===== config.mk =====
export PLATFORM = sky130hd
export DESIGN_NAME = mem_port_arbiter
export DESIGN_NICKNAME = d
export VERILOG_FILES = /design/src/rtl/mem_port_arbiter_pkg.sv /design/src/rtl/mem_port_arbiter_align.sv /design/src/rtl/mem_port_arbiter.sv
export SDC_FILE = /design/constraint.sdc
export NUM_CORES = 1
export LEC_CHECK = 0
export BUFFER_PORTS_ARGS = -buffer_cell sky130_fd_sc_hd__buf_2
export CORE_MARGIN = 3
export CORE_UTILIZATION = 46
export CTS_BUF_LIST = sky130_fd_sc_hd__clkbuf_2 sky130_fd_sc_hd__clkbuf_4 sky130_fd_sc_hd__clkbuf_8
export CTS_CLUSTER_DIAMETER = 40
export DETAILED_ROUTE_END_ITERATION = 7
export HOLD_SLACK_MARGIN = 0.12
export PLACE_DENSITY = 0.8
export SLEW_MARGIN = 25
export SYNTH_ARGS = -nofsm -noshare
export SYNTH_HDL_FRONTEND = slang
export SYNTH_HIERARCHICAL = 1
export SYNTH_SLANG_ARGS = --single-unit

===== constraint.sdc =====
create_clock -name clk -period 1.82 [get_ports clk]
set_input_delay 0.273 -clock clk [delete_from_list [all_inputs] [get_ports clk]]
set_output_delay 0.273 -clock clk [all_outputs]
set_load 0.01 [all_outputs]

===== src/rtl/mem_port_arbiter_pkg.sv =====
// Shared types and constants for the unified memory port arbiter.
package mem_port_arbiter_pkg;

  localparam logic [1:0] MEM_SIZE_BYTE = 2'b00;
  localparam logic [1:0] MEM_SIZE_HALF = 2'b01;
  localparam logic [1:0] MEM_SIZE_WORD = 2'b10;

  typedef enum logic [1:0] {
    ARB_IDLE = 2'd0,
    ARB_REQ  = 2'd1,
    ARB_WAIT = 2'd2,
    ARB_ERR  = 2'd3
  } arb_state_t;

  typedef enum logic {
    OWN_IF  = 1'b0,
    OWN_LSU = 1'b1
  } arb_owner_t;

endpackage


===== src/rtl/mem_port_arbiter_align.sv =====
// Access alignment check: flags size/address pairs memory cannot serve.
module mem_port_arbiter_align
  import mem_port_arbiter_pkg::*;
(
  input  logic [1:0] size_i,
  input  logic [1:0] addr_lo_i,
  output logic       misaligned_o
);

  // Byte never faults, half needs an even address, word needs 4-byte alignment.
  always_comb begin
    misaligned_o = 1'b1;
    case (size_i)
      MEM_SIZE_BYTE: misaligned_o = 1'b0;
      MEM_SIZE_HALF: misaligned_o = addr_lo_i[0];
      MEM_SIZE_WORD: misaligned_o = |addr_lo_i;
      default:       misaligned_o = 1'b1;
    endcase
  end

endmodule


===== src/rtl/mem_port_arbiter.sv =====
// Single-outstanding arbiter sharing one memory port between fetch and LSU.
// LSU wins contention until it has taken MAX_LSU_STREAK contested grants,
// then fetch is forced through once.
module mem_port_arbiter
  import mem_port_arbiter_pkg::*;
#(
  parameter int ADDR_WIDTH     = 32,
  parameter int DATA_WIDTH     = 32,
  parameter int MAX_LSU_STREAK = 4
) (
  input  logic                  clk,
  input  logic                  reset_n,
  input  logic                  if_req_valid,
  output logic                  if_req_ready,
  input  logic [ADDR_WIDTH-1:0] if_req_addr,
  input  logic                  if_flush,
  output logic                  if_rsp_valid,
  output logic [DATA_WIDTH-1:0] if_rsp_data,
  input  logic                  lsu_req_valid,
  output logic                  lsu_req_ready,
  input  logic [ADDR_WIDTH-1:0] lsu_req_addr,
  input  logic                  lsu_req_we,
  input  logic [1:0]            lsu_req_size,
  input  logic [DATA_WIDTH-1:0] lsu_req_wdata,
  output logic                  lsu_rsp_valid,
  output logic                  lsu_rsp_err,
  output logic [DATA_WIDTH-1:0] lsu_rsp_data,
  output logic                  mem_req_valid,
  input  logic                  mem_req_ready,
  output logic [ADDR_WIDTH-1:0] mem_req_addr,
  output logic                  mem_req_we,
  output logic [1:0]            mem_req_size,
  output logic [DATA_WIDTH-1:0] mem_req_wdata,
  input  logic                  mem_rsp_valid,
  input  logic [DATA_WIDTH-1:0] mem_rsp_rdata
);

  localparam int SW = $clog2(MAX_LSU_STREAK + 1);
  localparam logic [SW-1:0] STREAK_MAX = SW'(MAX_LSU_STREAK);

  arb_state_t            state_q, state_d;
  arb_owner_t            owner_q, owner_d;
  logic                  drop_q, drop_d;
  logic [SW-1:0]         streak_q, streak_d;
  logic [ADDR_WIDTH-1:0] addr_q, addr_d;
  logic                  we_q, we_d;
  logic [1:0]            size_q, size_d;
  logic [DATA_WIDTH-1:0] wdata_q, wdata_d;
  logic                  if_rv_q, if_rv_d;
  logic [DATA_WIDTH-1:0] if_rd_q, if_rd_d;
  logic                  lsu_rv_q, lsu_rv_d;
  logic                  lsu_err_q, lsu_err_d;
  logic [DATA_WIDTH-1:0] lsu_rd_q, lsu_rd_d;

  logic grant_if, grant_lsu, lsu_misaligned, flush_hit, drop_now;

  mem_port_arbiter_align u_align (
    .size_i       (lsu_req_size),
    .addr_lo_i    (lsu_req_addr[1:0]),
    .misaligned_o (lsu_misaligned)
  );

  // IDLE arbitration; a flushing fetch is never granted.
  assign grant_if  = (state_q == ARB_IDLE) && if_req_valid && !if_flush &&
                     (!lsu_req_valid || (streak_q == STREAK_MAX));
  assign grant_lsu = (state_q == ARB_IDLE) && lsu_req_valid && !grant_if;

  assign if_req_ready  = grant_if;
  assign lsu_req_ready = grant_lsu;

  // A fetch flushed while in flight still completes on the bus, silently.
  assign flush_hit = (owner_q == OWN_IF) && if_flush;
  assign drop_now  = drop_q || flush_hit;

  assign mem_req_valid = (state_q == ARB_REQ);
  assign mem_req_addr  = addr_q;
  assign mem_req_we    = we_q;
  assign mem_req_size  = size_q;
  assign mem_req_wdata = wdata_q;
  assign if_rsp_valid  = if_rv_q;
  assign if_rsp_data   = if_rd_q;
  assign lsu_rsp_valid = lsu_rv_q;
  assign lsu_rsp_err   = lsu_err_q;
  assign lsu_rsp_data  = lsu_rd_q;

  // Next-state, capture and response-pulse logic.
  always_comb begin
    state_d   = state_q;
    owner_d   = owner_q;
    drop_d    = drop_q;
    streak_d  = streak_q;
    addr_d    = addr_q;
    we_d      = we_q;
    size_d    = size_q;
    wdata_d   = wdata_q;
    if_rv_d   = 1'b0;
    if_rd_d   = if_rd_q;
    lsu_rv_d  = 1'b0;
    lsu_err_d = 1'b0;
    lsu_rd_d  = lsu_rd_q;
    case (state_q)
      ARB_IDLE: begin
        drop_d = 1'b0;
        if (grant_if) begin
          state_d  = ARB_REQ;
          owner_d  = OWN_IF;
          addr_d   = if_req_addr;
          we_d     = 1'b0;
          size_d   = MEM_SIZE_WORD;
          wdata_d  = '0;
          streak_d = '0;
        end else if (grant_lsu) begin
          state_d = lsu_misaligned ? ARB_ERR : ARB_REQ;
          owner_d = OWN_LSU;
          addr_d  = lsu_req_addr;
          we_d    = lsu_req_we;
          size_d  = lsu_req_size;
          wdata_d = lsu_req_wdata;
          if (!if_req_valid)                streak_d = '0;
          else if (streak_q != STREAK_MAX)  streak_d = streak_q + SW'(1);
        end else if (!if_req_valid) begin
          streak_d = '0;
        end
      end
      ARB_REQ: begin
        drop_d = drop_now;
        if (mem_req_ready) state_d = ARB_WAIT;
      end
      ARB_WAIT: begin
        drop_d = drop_now;
        if (mem_rsp_valid) begin
          state_d = ARB_IDLE;
          if (owner_q == OWN_IF) begin
            if_rv_d = !drop_now;
            if_rd_d = mem_rsp_rdata;
          end else begin
            lsu_rv_d = 1'b1;
            lsu_rd_d = mem_rsp_rdata;
          end
        end
      end
      ARB_ERR: begin
        state_d   = ARB_IDLE;
        lsu_rv_d  = 1'b1;
        lsu_err_d = 1'b1;
        lsu_rd_d  = '0;
      end
      default: state_d = ARB_IDLE;
    endcase
  end

  // State and datapath registers; reset abandons any transaction.
  always_ff @(posedge clk or negedge reset_n) begin
    if (!reset_n) begin
      state_q   <= ARB_IDLE;
      owner_q   <= OWN_IF;
      drop_q    <= 1'b0;
      streak_q  <= '0;
      addr_q    <= '0;
      we_q      <= 1'b0;
      size_q    <= 2'b00;
      wdata_q   <= '0;
      if_rv_q   <= 1'b0;
      if_rd_q   <= '0;
      lsu_rv_q  <= 1'b0;
      lsu_err_q <= 1'b0;
      lsu_rd_q  <= '0;
    end else begin
      state_q   <= state_d;
      owner_q   <= owner_d;
      drop_q    <= drop_d;
      streak_q  <= streak_d;
      addr_q    <= addr_d;
      we_q      <= we_d;
      size_q    <= size_d;
      wdata_q   <= wdata_d;
      if_rv_q   <= if_rv_d;
      if_rd_q   <= if_rd_d;
      lsu_rv_q  <= lsu_rv_d;
      lsu_err_q <= lsu_err_d;
      lsu_rd_q  <= lsu_rd_d;
    end
  end

endmodule


* Yosys cells after proc, flatten, opt, wreduce, memory -nomap -nowiden *
Cells that the tools add are included.

storage, ports and cells
  input bits = 138
  output and inout port bits = 137
  logic and storage cells = 85
  register bits = 141

cells by class
  bitwise gates (word level) = 1
  equal/unequal tests = 13
  reductions and logical operators = 24
  $add $sub $neg = 1
  mux-type cells = 33

operator list
  kind                                                                    count
  32-bit 2-to-1 mux                                                       6
  32-bit case mux with 2 select lines                                     1
  3-bit 2-to-1 mux                                                        5
  2-bit 2-to-1 mux                                                        7
  3-bit AND reduction                                                     4
  1-bit 2-to-1 mux                                                        10
  2-bit case mux with 4 select lines                                      1
  2-bit equality test (second input constant)                             3
  1-bit logical AND                                                       6
  3-bit by 1-bit != test with 1-bit output (second input constant)        2
  3-bit != test (second input constant)                                   2
  2-bit nonzero test                                                      3
  2-bit by 1-bit equality test with 1-bit output (second input constant)  2
  1-bit logical NOT                                                       4
  2-bit logical NOT                                                       2
  2-bit != test (second input constant)                                   2
  1-bit case mux with 2 select lines                                      2
  2-bit OR reduction                                                      2
  3-bit by 1-bit adder with 3-bit output (second input constant)          1
  3-bit equality test (second input constant)                             1
  1-bit case mux with 3 select lines                                      1
  1-bit logical OR                                                        2
  2-bit by 1-bit != test with 1-bit output (second input constant)        1
  2-bit AND reduction                                                     1
  1-bit NOT                                                               1

* Longest topological paths before layout *
  depth after elaboration = 9
  gate-level depth with buffers = 8
  gate-level depth less buffers = 7

* Hierarchy *
The synthesis kept the hierarchy.

by module, submodules not included
  module                  area each (µm²)  seq. area each (µm²)  cells each  times used
  mem_port_arbiter        5591.6           3528.4                453         1
  mem_port_arbiter_align  13.8             0.0                   3           1

* Worst setup path after synthesis *
No wires, ideal clock.

  path kind = reg-to-reg
  start point = reg state_q[0]
  end point = reg if_rd_q[18], in the netlist if_rsp_data[18]
  required time = 1693 ps
  arrival = 1508 ps
  path buffers = 2
  setup slack = 185 ps
  stages on the path, launching flop included = 8
  clock period less this slack = 1635 ps
  setup time = 127 ps
  path through = dfrtp_1 > inv_1 > ha_1 > nand2_1 > or2_1 > buf_2 > buf_6 > mux2_1

on the way
  word-level cells in the longest chain between the ends = 2

RTL lines
  element                               line                     RTL
  from (decl)                           mem_port_arbiter.sv:41   arb_state_t state_q, state_d;
  from (signal assigned)                mem_port_arbiter.sv:169  state_q <= state_d;
  2-bit equality test                   mem_port_arbiter.sv:101  case (state_q)
  3-bit AND reduction (no source line)  n/a
  to (signal assigned)                  mem_port_arbiter.sv:178  if_rd_q <= if_rd_d;
  to (decl)                             mem_port_arbiter.sv:50   logic [DATA_WIDTH-1:0] if_rd_q, if_rd_d;

No other way between the ends.
A chain may end at the register's enable or synchronous reset.

* Final worst setup path *
  start point = reg state_q[1]
  end point = out lsu_req_ready

on the way
  word-level cells in the longest chain between the ends = 6
  elaborated cells on any way between the ends = 7
  those cells by class = reduce/logical: 7

RTL lines
  element                          line                                            RTL
  2-bit logical NOT (*)            mem_port_arbiter.sv:64, mem_port_arbiter.sv:66
  1-bit logical AND (3 in series)  mem_port_arbiter.sv:64                          assign grant_if = (state_q == ARB_IDLE) && if_req_valid && !if_flush &&
  1-bit logical NOT                mem_port_arbiter.sv:66                          assign grant_lsu = (state_q == ARB_IDLE) && lsu_req_valid && !grant_if;
  1-bit logical AND (*)            mem_port_arbiter.sv:66
  to (decl)                        mem_port_arbiter.sv:20                          output logic lsu_req_ready,

Every way passes the cells marked *; elsewhere a longest branch is shown, timed or not.

==> impl_metrics.env <==
export IMPL_dieArea_um2=13500
export IMPL_worst_ep_required_time_ps=1550
export IMPL_fp_dieW_um=116
export IMPL_nets=1007
export IMPL_dpl_cell_count=862
export IMPL_detail_route_wirelength_um=18900
export IMPL_clk_path_buf_depth=2
export IMPL_detail_route_antenna_nets=0
export IMPL_synth_common_cells="dfrtp_1 (141), a21oi_1 (67), a22o_1 (66)"
export IMPL_worstRegToRegCells=7
export IMPL_clock_skew_ps=10.6
export IMPL_period_minus_slack_ps=1760
export IMPL_numCtsBuffers=17
export IMPL_yosys_most_used_dff="dfrtp_1"
export IMPL_post_synth_edffs=0
export IMPL_finalSetupViolCount=0
export IMPL_syn_num_nets=602
export IMPL_timing_worst_setup_path_type="register to output pin"
export IMPL_timing_hold_violations_final=0
export IMPL_placeableCoreArea_um2=11700
export IMPL_critical_path_peak_fanout=4
export IMPL_dr_first_iter_drc_count=384
export IMPL_unrepaired_setup_endpoints_after_global_routing="yes"
export IMPL_asyncSetResetFlopFracSynth_pct=100
export IMPL_syn_area_per_cell_um2=12.3
export IMPL_synth_top_cells_by_area="dfrtp_1 (63%), a22o_1 (10%), a21oi_1 (6.0%), mux2_2 (5.4%), nand2_1 (2.5%)"
export IMPL_min_path_type="input port to register"
export IMPL_cp_arrival_ps=1490
export IMPL_grt_pass1_vias=5863
export IMPL_clock_tree_root_cell="clkbuf_8"
export IMPL_finalPower_uw=13800
export IMPL_power_density_nw_per_um2=1540
export IMPL_max_freq_mhz=567
export IMPL_run_status="finished clean"
export IMPL_globalRoute_totalOverflow=0
export IMPL_place_hpwl_um=11200
export IMPL_share_of_final_layout_standard_cells_stronger_than_drive_strength_1_pct=43.4
export IMPL_yosysMostFrequentCell="dfrtp_1"
export IMPL_worstSetupStartpointType="register"
export IMPL_yosysSeqAreaShare_pct=62.9
export IMPL_synth_yosys_warnings=6
export IMPL_clkSinkCount=141
export IMPL_layout_area_seq_um2=3530
export IMPL_detail_route_wl_per_cell_um=18.6
export IMPL_synth_largest_area_cell="dfrtp_1"
export IMPL_worst_skew_pair_late_latency_ps=420
export IMPL_syn_cell_area_um2=5610
export IMPL_antenna_found_initial=1
export IMPL_post_route_util_pct=77.0
export IMPL_maximum_vdd_drop_mv=0.853
export IMPL_number_of_cells_traversed_by_the_worst_hold_path=3
export IMPL_row_count=39
export IMPL_cp_end_kind="output pin"
export IMPL_wire_length_of_the_first_global_routing_pass_um=29100
export IMPL_slew_viol_final=0
export IMPL_flow_area_growth_from_synthesis_pct=60.2
export IMPL_multi_input_comb_area_um2=1920
export IMPL_tightestPinTransition_ps=487
export IMPL_post_synth_inst_count=456
export IMPL_static_leakage_power_uw=0.00467
export IMPL_largest_net_degree_at_the_start_of_global_routing=89
export IMPL_synthDominantCellAreaShare_pct=62.9
export IMPL_effective_utilization_at_floorplan_pct=48.1
export IMPL_synth_lib_cells_used_distinct=36
export IMPL_number_of_standard_cells_in_the_layout_taps_in_and_fillers_out=1018
export IMPL_timing_hold_ws_ps=160
export IMPL_ys_ff_latch=141
export IMPL_timing_final_crit_share_pct=96.9
export IMPL_detail_route_vias_per_cell=5.37
export IMPL_gp_congestion=0.881
export IMPL_clock_tree_htree_level_count=4
export IMPL_r2r_slack_ps=80
export IMPL_timing_max_slew_rel_slack_pct=67.2
export IMPL_max_cap_violations=0
export IMPL_fillers=672
export IMPL_first_pass_iters=5
export IMPL_drcViolationCount=0
export IMPL_dr_total_vias=5465
export IMPL_cts_clk_slew_worst_paths_ps=80
export IMPL_io_pin_count=275
export IMPL_port_buffers=274
export IMPL_cts_tree="yes"
export IMPL_global_route_usage_total_pct=27.7
export IMPL_die_h_um=116
-- what timing repair did --
item / CTS / global route
hold buffers: 111 / 0
endpoints found under the hold margin: 273 / 0
buffers inserted: 6 / 7
endpoints found under the setup margin: 2 / 2
pin swaps: 3 / 1
resized for setup: 13 / 0
-- through the flow --
stage               instance area (um2)  worst slack (ps)  TNS (ps)
finish                             8980              57.0         0
global route                       8980             -25.3     -37.0
CTS                                8920             -15.5     -15.5
detailed placement                 7260              45.4         0
global placement                   7260               123         0
floorplan                          5610               185         0
-- kinds of logic after synthesis --
| group | share of synthesized area, % |
|---|---|
| compound gates | 18.4 |
| mux | 6.81 |
| buf+inv | 3.79 |
| simple gates | 6.29 |
| flops | 62.9 |
| fa+ha+maj | 1.79 |
-- flip-flops by register name, summed over array words and instances, names as in the netlist, 2 cells and up --
name / flops
mem_req_size: 2
streak_q: 3
mem_req_addr: 32
state_q: 2
lsu_rsp_data: 32
if_rsp_data: 32
mem_req_wdata: 32
-- metal layers --
layer / GRT usage [%] / up-vias / wire length (um)
li1: - / 2433 / -
met1: 30.4 / 2669 / 6940
met2: 49.7 / 311 / 9970
met3: 6.63 / 52 / 1400
met4: 14.2 / 0 / 614
met5: 0 / - / 0
-- final timing paths --
| path | from | to |
|---|---|---|
| min | if_req_addr[31] | mem_req_addr[31] |
| min reg2reg | drop_q | drop_q |
| max | state_q[1] | lsu_req_ready |
| min in group asynchronous | reset_n | lsu_rsp_data[23] |
| max reg2reg | state_q[1] | state_q[0] |
| max in group asynchronous | reset_n | streak_q[0] |
-- critical path, stage by stage, from the launching register on --
cell and delay, ps:
dfrtp_1 410, inv_2 90, ha_4 170, nand2_4 50, a31oi_4 200, buf_6 140
-- power breakdown --
group / leakage, uW / switching, uW / internal, uW
clock network: 0.000226 / 1220 / 1700
registers: 0.00174 / 784 / 4430
logic: 0.00270 / 2980 / 2720
total: 0.00467 / 4980 / 8850
-- area by class of cell --
type	instances	share of cell area, %
clock buffers	19	2.84
clock inverters	13	2.37
diodes	1	0.0279
well taps	143	1.99
flip-flops and latches	141	39.3
multi-input cells	276	21.4
inverters	9	0.404
repair buffers	416	31.7
-- cell usage in the layout, fill, tap and decap left out, types with 2 or more instances in the layout --
| cell type | netlist | layout |
|---|---|---|
| inv_6 | 0 | 2 |
| inv_1 | 8 | 4 |
| inv_2 | 1 | 4 |
| clkbuf_8 | 0 | 18 |
| o21ai_1 | 2 | 2 |
| mux2_1 | 6 | 6 |
| buf_4 | 6 | 22 |
| dlygate4sd3_1 | 0 | 111 |
| ha_4 | 0 | 2 |
| ha_1 | 8 | 6 |
| buf_2 | 17 | 271 |
| mux2_2 | 27 | 27 |
| nor2_1 | 37 | 36 |
| buf_6 | 3 | 3 |
| a22o_1 | 66 | 66 |
| bufinv_16 | 0 | 5 |
| clkinvlp_4 | 0 | 3 |
| clkinv_4 | 0 | 2 |
| nand2_1 | 38 | 37 |
| dfrtp_1 | 141 | 141 |
| o22a_1 | 2 | 2 |
| nand3_1 | 4 | 4 |
| o22ai_1 | 2 | 2 |
| buf_12 | 0 | 9 |
| a21oi_1 | 67 | 67 |
(Power assumes the default switching activity.)
